### src/rtl/tt_mux_sel_sequencer.sv
// Runtime select-chain sequencer: walks the project-mux chain to a requested address.
// Optional forward-stepping without chain reset is compiled in with TT_MUXSEQ_FAST_FWD_EN.
module tt_mux_sel_sequencer #(
  parameter int ADDR_W     = 10,
  parameter int INC_HIGH   = 1,
  parameter int INC_LOW    = 1,
  parameter int RST_CYCLES = 2
) (
  input  logic              clk,
  input  logic              rst,
  input  logic              req_valid,
  input  logic [ADDR_W-1:0] req_addr,
  output logic              req_ready,
  input  logic              dis_req,
  output logic              busy,
  output logic              done,
  output logic [ADDR_W-1:0] cur_addr,
  output logic              cur_valid,
  output logic              ctrl_sel_rst_n,
  output logic              ctrl_sel_inc,
  output logic              ctrl_ena
);

  // Handshake: a request is taken on a clock edge where req_valid and req_ready
  // are both high; req_ready is only high in IDLE/ACTIVE, other requests are dropped.

`ifdef TT_MUXSEQ_FAST_FWD_EN
  localparam bit FAST_FWD = 1'b1;
`else
  localparam bit FAST_FWD = 1'b0;
`endif

  localparam int MAX_HL = (INC_HIGH > INC_LOW) ? INC_HIGH : INC_LOW;
  localparam int MAX_C  = (MAX_HL > RST_CYCLES) ? MAX_HL : RST_CYCLES;
  localparam int TW     = $clog2(MAX_C + 1);

  localparam logic [TW-1:0] T_HI  = TW'(INC_HIGH - 1);
  localparam logic [TW-1:0] T_LO  = TW'(INC_LOW - 1);
  localparam logic [TW-1:0] T_RST = TW'(RST_CYCLES - 1);

  typedef enum logic [2:0] {
    S_IDLE,
    S_ACTIVE,
    S_DISABLE,
    S_CHAIN_RST,
    S_STEP_HI,
    S_STEP_LO
  } state_t;

  state_t            state_q, state_d;
  logic [TW-1:0]     timer_q, timer_d;
  logic [ADDR_W-1:0] target_q, target_d;
  logic [ADDR_W-1:0] cur_addr_q, cur_addr_d;
  logic              cur_valid_q, cur_valid_d;
  logic              rst_n_q, rst_n_d;
  logic              inc_q, inc_d;
  logic              ena_q, ena_d;
  logic              busy_q, busy_d;
  logic              done_q, done_d;
  logic              ready_q, ready_d;

  logic accept;
  logic fast_ok;

  assign accept  = req_valid & ready_q;
  assign fast_ok = FAST_FWD & cur_valid_q & (req_addr >= cur_addr_q);

  always_comb begin
    state_d     = state_q;
    timer_d     = timer_q;
    target_d    = target_q;
    cur_addr_d  = cur_addr_q;
    cur_valid_d = cur_valid_q;
    if (timer_q != '0) timer_d = timer_q - TW'(1);

    case (state_q)
      S_IDLE, S_ACTIVE: begin
        // An accepted request overrides a simultaneous disable pulse.
        if (accept) begin
          target_d = req_addr;
          if (fast_ok) begin
            state_d = S_DISABLE;
          end else begin
            state_d     = S_CHAIN_RST;
            timer_d     = T_RST;
            cur_valid_d = 1'b0;
          end
        end else if (state_q == S_ACTIVE && dis_req) begin
          state_d = S_IDLE;
        end
      end
      S_DISABLE: begin
        if (cur_addr_q == target_q) begin
          state_d = S_ACTIVE;
        end else begin
          state_d = S_STEP_HI;
          timer_d = T_HI;
        end
      end
      S_CHAIN_RST: begin
        if (timer_q == '0) begin
          cur_addr_d  = '0;
          cur_valid_d = 1'b1;
          if (target_q == '0) begin
            state_d = S_ACTIVE;
          end else begin
            state_d = S_STEP_HI;
            timer_d = T_HI;
          end
        end
      end
      S_STEP_HI: begin
        if (timer_q == '0) begin
          state_d    = S_STEP_LO;
          timer_d    = T_LO;
          cur_addr_d = cur_addr_q + ADDR_W'(1);
        end
      end
      S_STEP_LO: begin
        if (timer_q == '0) begin
          if (cur_addr_q == target_q) begin
            state_d = S_ACTIVE;
          end else begin
            state_d = S_STEP_HI;
            timer_d = T_HI;
          end
        end
      end
      default: state_d = S_IDLE;
    endcase

    // Outputs are registered copies of functions of the next state.
    ena_d   = (state_d == S_ACTIVE);
    done_d  = (state_d == S_ACTIVE) && (state_q != S_ACTIVE);
    busy_d  = !((state_d == S_IDLE) || (state_d == S_ACTIVE));
    ready_d = !busy_d;
    inc_d   = (state_d == S_STEP_HI);
    if (state_d == S_CHAIN_RST)      rst_n_d = 1'b0;
    else if (state_q == S_CHAIN_RST) rst_n_d = 1'b1;
    else                             rst_n_d = rst_n_q;
  end

  always_ff @(posedge clk) begin
    if (rst) begin
      state_q     <= S_IDLE;
      timer_q     <= '0;
      target_q    <= '0;
      cur_addr_q  <= '0;
      cur_valid_q <= 1'b0;
      rst_n_q     <= 1'b0;
      inc_q       <= 1'b0;
      ena_q       <= 1'b0;
      busy_q      <= 1'b0;
      done_q      <= 1'b0;
      ready_q     <= 1'b1;
    end else begin
      state_q     <= state_d;
      timer_q     <= timer_d;
      target_q    <= target_d;
      cur_addr_q  <= cur_addr_d;
      cur_valid_q <= cur_valid_d;
      rst_n_q     <= rst_n_d;
      inc_q       <= inc_d;
      ena_q       <= ena_d;
      busy_q      <= busy_d;
      done_q      <= done_d;
      ready_q     <= ready_d;
    end
  end

  assign req_ready      = ready_q;
  assign busy           = busy_q;
  assign done           = done_q;
  assign cur_addr       = cur_addr_q;
  assign cur_valid      = cur_valid_q;
  assign ctrl_sel_rst_n = rst_n_q;
  assign ctrl_sel_inc   = inc_q;
  assign ctrl_ena       = ena_q;

endmodule

### config.mk
export PLATFORM = sky130hd
export DESIGN_NAME = tt_mux_sel_sequencer
export DESIGN_NICKNAME = d
export VERILOG_FILES = /design/src/rtl/tt_mux_sel_sequencer.sv
export SDC_FILE = /design/constraint.sdc
export NUM_CORES = 1
export LEC_CHECK = 0
export BUFFER_PORTS_ARGS = -buffer_cell sky130_fd_sc_hd__buf_4
export CAP_MARGIN = 20
export CORE_MARGIN = 4
export CORE_UTILIZATION = 45
export CTS_CLUSTER_SIZE = 12
export DETAILED_ROUTE_END_ITERATION = 6
export PLACE_DENSITY = 0.68
export SYNTH_ARGS = -nofsm -noshare
export SYNTH_HDL_FRONTEND = slang
export SYNTH_SLANG_ARGS = --single-unit
### constraint.sdc
create_clock -name clk -period 2.1 [get_ports clk]
set_clock_uncertainty 0.1 [all_clocks]
set_input_delay 0.105 -clock clk [delete_from_list [all_inputs] [get_ports clk]]
set_output_delay 0.105 -clock clk [all_outputs]
set_load 0.02 [all_outputs]
Word level (Yosys, flattened, before mapping). Cells that the tools add are included.

Add/sub/neg operators: 2. Eq/ne operators: 13. Multiplexer cells: 22. Bitwise logic cells: 1. Reductions and logical operators: 16.

Operators with widths (number): 2-to-1 mux 3 bit (7); 2-to-1 mux 10 bit (2); case mux 10 bit (2 select lines) (1); case mux 3 bit (5 select lines) (1); 2-to-1 mux 2 bit (7); adder 10 x 1 -> 10 bit (second input constant) (1); == test 10 bit (1); logical NOT 10 bit (1); case mux 2 bit (5 select lines) (1); == test 3 x 2 -> 1 bit (second input constant) (3); == test 3 bit (second input constant) (3); == test 3 x 1 -> 1 bit (second input constant) (2); logical NOT 3 bit (2); inequality test 2 bit (second input constant) (3); AND reduction 3 bit (2); nonzero test 2 bit (3); OR reduction 2 bit (2); inequality test 3 x 1 -> 1 bit (second input constant) (1); logical AND 1 bit (2); logical NOT 2 bit (1); 2-to-1 mux 1 bit (2); case mux 1 bit (2 select lines) (1); AND reduction 2 bit (1); subtractor 2 x 1 -> 2 bit (second input constant) (1); other kinds (3) (3).

Register bits: 32. Logic and storage cells: 65.

Depth between registers and ports, before layout.
Word-level depth: 8. Depth in mapped cells: 7. Depth with buffers taken out: 5.

Worst setup path before layout. Ideal clock, no wire load.

Kind: flip-flop to flip-flop. Start point: register cur_addr_q[2], in the netlist cur_addr[2]. End point: register done_q, in the netlist done. Setup time: 103 ps. Arrival time: 1764 ps. Data required time: 1897 ps. Slack: 133 ps. Stages on the path, launching flop included: 6. Path buffers: 0. Path through: dfxtp_1 -> xnor2_1 -> nand4_2 -> nor4_1 -> o21ai_1 -> a2111oi_2.

Cells in the longest elaborated chain, start to end: 6.

Ends and longest elaborated chain: from (decl) (RTL line 53) `logic [ADDR_W-1:0] cur_addr_q, cur_addr_d;`; from (signal assigned) (RTL line 160) `cur_addr_q <= cur_addr_d;`; == test 10 bit (*) (RTL line 93, 121); 2-to-1 mux 3 bit (*) (RTL line 93, 121); 2-to-1 mux 3 bit (RTL line 120) `if (timer_q == '0) begin`; case mux 3 bit (5 select lines) (*) (RTL line 76) `case (state_q)`; == test 3 x 1 -> 1 bit (*) (RTL line 134) `done_d = (state_d == S_ACTIVE) && (state_q != S_ACTIVE);`; logical AND 1 bit (*) (RTL line 134); to (signal assigned) (RTL line 166) `done_q <= done_d;`; to (decl) (RTL line 59) `logic done_q, done_d;`.

Mark *: on every way between the ends. The rest lies on a longest branch, timed or not. A chain may end at the register's enable or synchronous reset.

Worst setup path in the final report.
Start point: register timer_q[1]. End point: register done_q, in the netlist done.

Cells in the longest elaborated chain, start to end: 5. Elaborated cells between the ends (all ways): 7.

Ends and longest elaborated chain: from (decl) (RTL line 51) `logic [TW-1:0] timer_q, timer_d;`; from (signal assigned) (RTL line 158) `timer_q <= timer_d;`; logical NOT 2 bit (*) (RTL line 101, 113, 120); 2-to-1 mux 3 bit, on equally long branches (RTL line 120, 101, 113); case mux 3 bit (5 select lines) (*) (RTL line 76); == test 3 x 1 -> 1 bit (*) (RTL line 134); logical AND 1 bit (*) (RTL line 134).

Marked as above.

==> reports/results.ini <==
[worst_hold_path]
hold_class=in -> reg
worstHoldStart=rst

[power]
power_density_mw_per_mm2=753
p_leak_nw=0.758
internal_power_w=0.00101
power_switching_w=0.000466
irDropWorstVdd_mv=0.485
switching_share=0.315
seqPwrFrac=0.478
combPwrFrac=0.276
p_clk_frac=0.246

[placed_design]
place_area_mm2=0.00180
gp_congestion=0.839
dp.cells=251
io_buffers=30
dp_hpwl_um=2740
place_ws_ns=0.104

[logic_synthesis]
synth_ff_type=dfxtp_1
syn_area_per_cell_um2=8.50
synthCells=174
synth_seq_cells=32
async_flop_share=0
synth_nets=189
yosys_warnings=0
synth_enable_flop_cells=0
ys_seq_area_frac=0.433
synth_cell_type_count=41
syn_area_mm2=0.00148

[cts]
cts.clk_slew.worst_paths_ns=0.09
cts_max_level=2
postCtsSetupBuffers=0
cts_buffers=5
worstSkewPairLatency_ns=0.33
cts_tree=done
clkSinkCount=32
root_buffer=clkbuf_4
max-clock-path-buffers=2

[routing]
wl_met1_um=1660
routed-wl-met3_um=151
drc=0
drt-initial-drc-count=64
routedWlPerCell_um=13.6
top_layer_used=met4
firstDrtPassIters=4
route.met2.wl_um=1810
routed_via_density=5.34
wl_um=3670
final_antenna_net_count=0
via_count=1436

[finish]
n_antenna_cell=0
stdcell_count=269
drive_gt1_frac=0.253
nets=239
synthToLayoutAreaGrowth_pct=32.8
fin_area_mm2=0.00196

[worst_setup_path]
crit_path_start_kind=flip-flop
r2r_slack_ns=0.12
crit_chain=or3b_1 > o41a_1 > o2bb2ai_2 > a2111oi_2
critPathSlowestCell=o41a_1
setup.worst_path.class=reg -> reg
max_stage_delay_ns=0.47
worstPathMaxFanout=6
startpoint=timer_q[1]
r2r-start=timer_q[1]
end_kind=flip-flop
crit_required_ns=2.22
critPathArrivalTime_ns=2.11

[sta]
fmax_ghz=0.504
grt_setup_unrepaired=no
max-slew-margin-rel=0.696
worst_slew_pin_slew_ns=0.451
finalCritPeriodShare=0.944
hold_violations=0
hold_slack_ns=0.0363
drv_slew=0
setup_viol=0
setup_tns_ns=0
min_period_ns=1.98
fin_ws_ns=0.118

[floorplan]
fp.dieH_um=65.3
start_util=0.477
fp.dieArea_mm2=0.00427
ios=31
core_area_mm2=0.00310
die_w_um=65.3
row_count=20

[job]
drv_cap=0

[grt]
grt_pass1_wl_um=6070
grt-ovfl-total=0
grt_pass1_vias=1389
grt_usage=0.186
antenna_found_initial=0
grt_max_degree=31

[status]
status=completed

[power by group through the flow]
stage          clock network [W]  logic, W  registers [W]
2_1_floorplan                  0  0.000245       0.000732
3_3_place_gp                   0  0.000381       0.000716
3_5_place_dp                   0  0.000391       0.000721
4_1_cts                 0.000374  0.000408       0.000706
5_1_grt                 0.000396  0.000446       0.000717
6_report                0.000363  0.000409       0.000707
[sequential cells by signal, summed over array words and instances (netlist names)]
| register | count |
|---|---|
| timer_q | 2 |
| state_q | 3 |
| ctrl_sel_rst_n | 1 |
| busy | 1 |
| done | 1 |
| target_q | 10 |
| cur_addr | 10 |
| req_ready | 1 |
| ctrl_ena | 1 |
| cur_valid | 1 |
| ctrl_sel_inc | 1 |
[layout make-up]
class,instances,area [µm²]
Tap cell,44,55.1
Inverter,2,7.51
Fill cell,283,1140
Clock buffer,8,58.8
Multi-Input combinational cell,132,792
Sequential cell,32,643
Timing Repair Buffer,51,408
[through the flow]
step                total power [W]  utilization
global placement            0.00110        0.581
CTS                         0.00149        0.632
finish                      0.00148        0.633
global route                0.00156        0.633
detailed placement          0.00111        0.581
floorplan                  0.000977            -
[final timing paths]
path / to / depth (start not counted)
worst max-delay path: done / 4
worst min-delay path: state_q[1] / 2
worst max register to register: done / 4
worst min register to register: target_q[0] / 2
[logic make-up after synthesis]
family	share of synthesized area
muxes	0.0220
and+or+nand+nor	0.272
xor gates and xnor gates	0.0770
adders and majority gates	0.00846
AOI/OAI and AO/OA	0.156
buffers and inverters	0.0313
DFF	0.433
[metal layers]
metal  up-vias  GRT usage
met4         0     0.0596
met1       681      0.220
li1        722          -
met3         5     0.0564
met2        28      0.319
met5         -          0
[critical path: cells and delay by family, from the launching register on]
family	cells	cell delay (ns)
compound gates	3	0.98
flops	1	0.37
simple gates	1	0.44
[synth_stat cells (2+ instances only)]
library cell | n | area share
nor4_1 | 3 | 0.013
nor3_1 | 10 | 0.034
nor2_1 | 12 | 0.030
mux2_2 | 2 | 0.015
xnor2_1 | 10 | 0.059
a21oi_1 | 16 | 0.054
dfxtp_1 | 32 | 0.43
inv_1 | 2 | 0.0051
or3_1 | 6 | 0.025
nand4_1 | 4 | 0.017
xor2_1 | 3 | 0.018
or3_2 | 2 | 0.010
o211ai_1 | 3 | 0.015
nand3_1 | 6 | 0.020
clkbuf_1 | 5 | 0.013
o21ai_0 | 3 | 0.010
nand2b_1 | 2 | 0.0085
nand2_1 | 30 | 0.076
[cell usage in the layout (no fill, tap or decap), types with 2 or more instances in the layout]
| cell | instances |
|---|---|
| buf_4 | 41 |
| nand2_1 | 30 |
| dfxtp_1 | 30 |
| a21oi_1 | 16 |
| nor2_1 | 12 |
| nor3_1 | 10 |
| xnor2_1 | 10 |
| dlygate4sd3_1 | 10 |
| or3_1 | 6 |
| nand3_1 | 6 |
| clkbuf_4 | 5 |
| nand4_1 | 4 |
| nor4_1 | 3 |
| xor2_1 | 3 |
| o21ai_0 | 3 |
| o211ai_1 | 3 |
| inv_1 | 2 |
| or3_2 | 2 |
| nand2b_1 | 2 |
| mux2_2 | 2 |
| clkbuf_1 | 2 |
| dfxtp_2 | 2 |
[timing repair]
item	CTS	global route
endpoints found under the hold margin	10	0
setup endpoints to repair	0	1
gates resized for setup	0	2
hold buffers	10	0
Power figures use the tool's default switching activity.
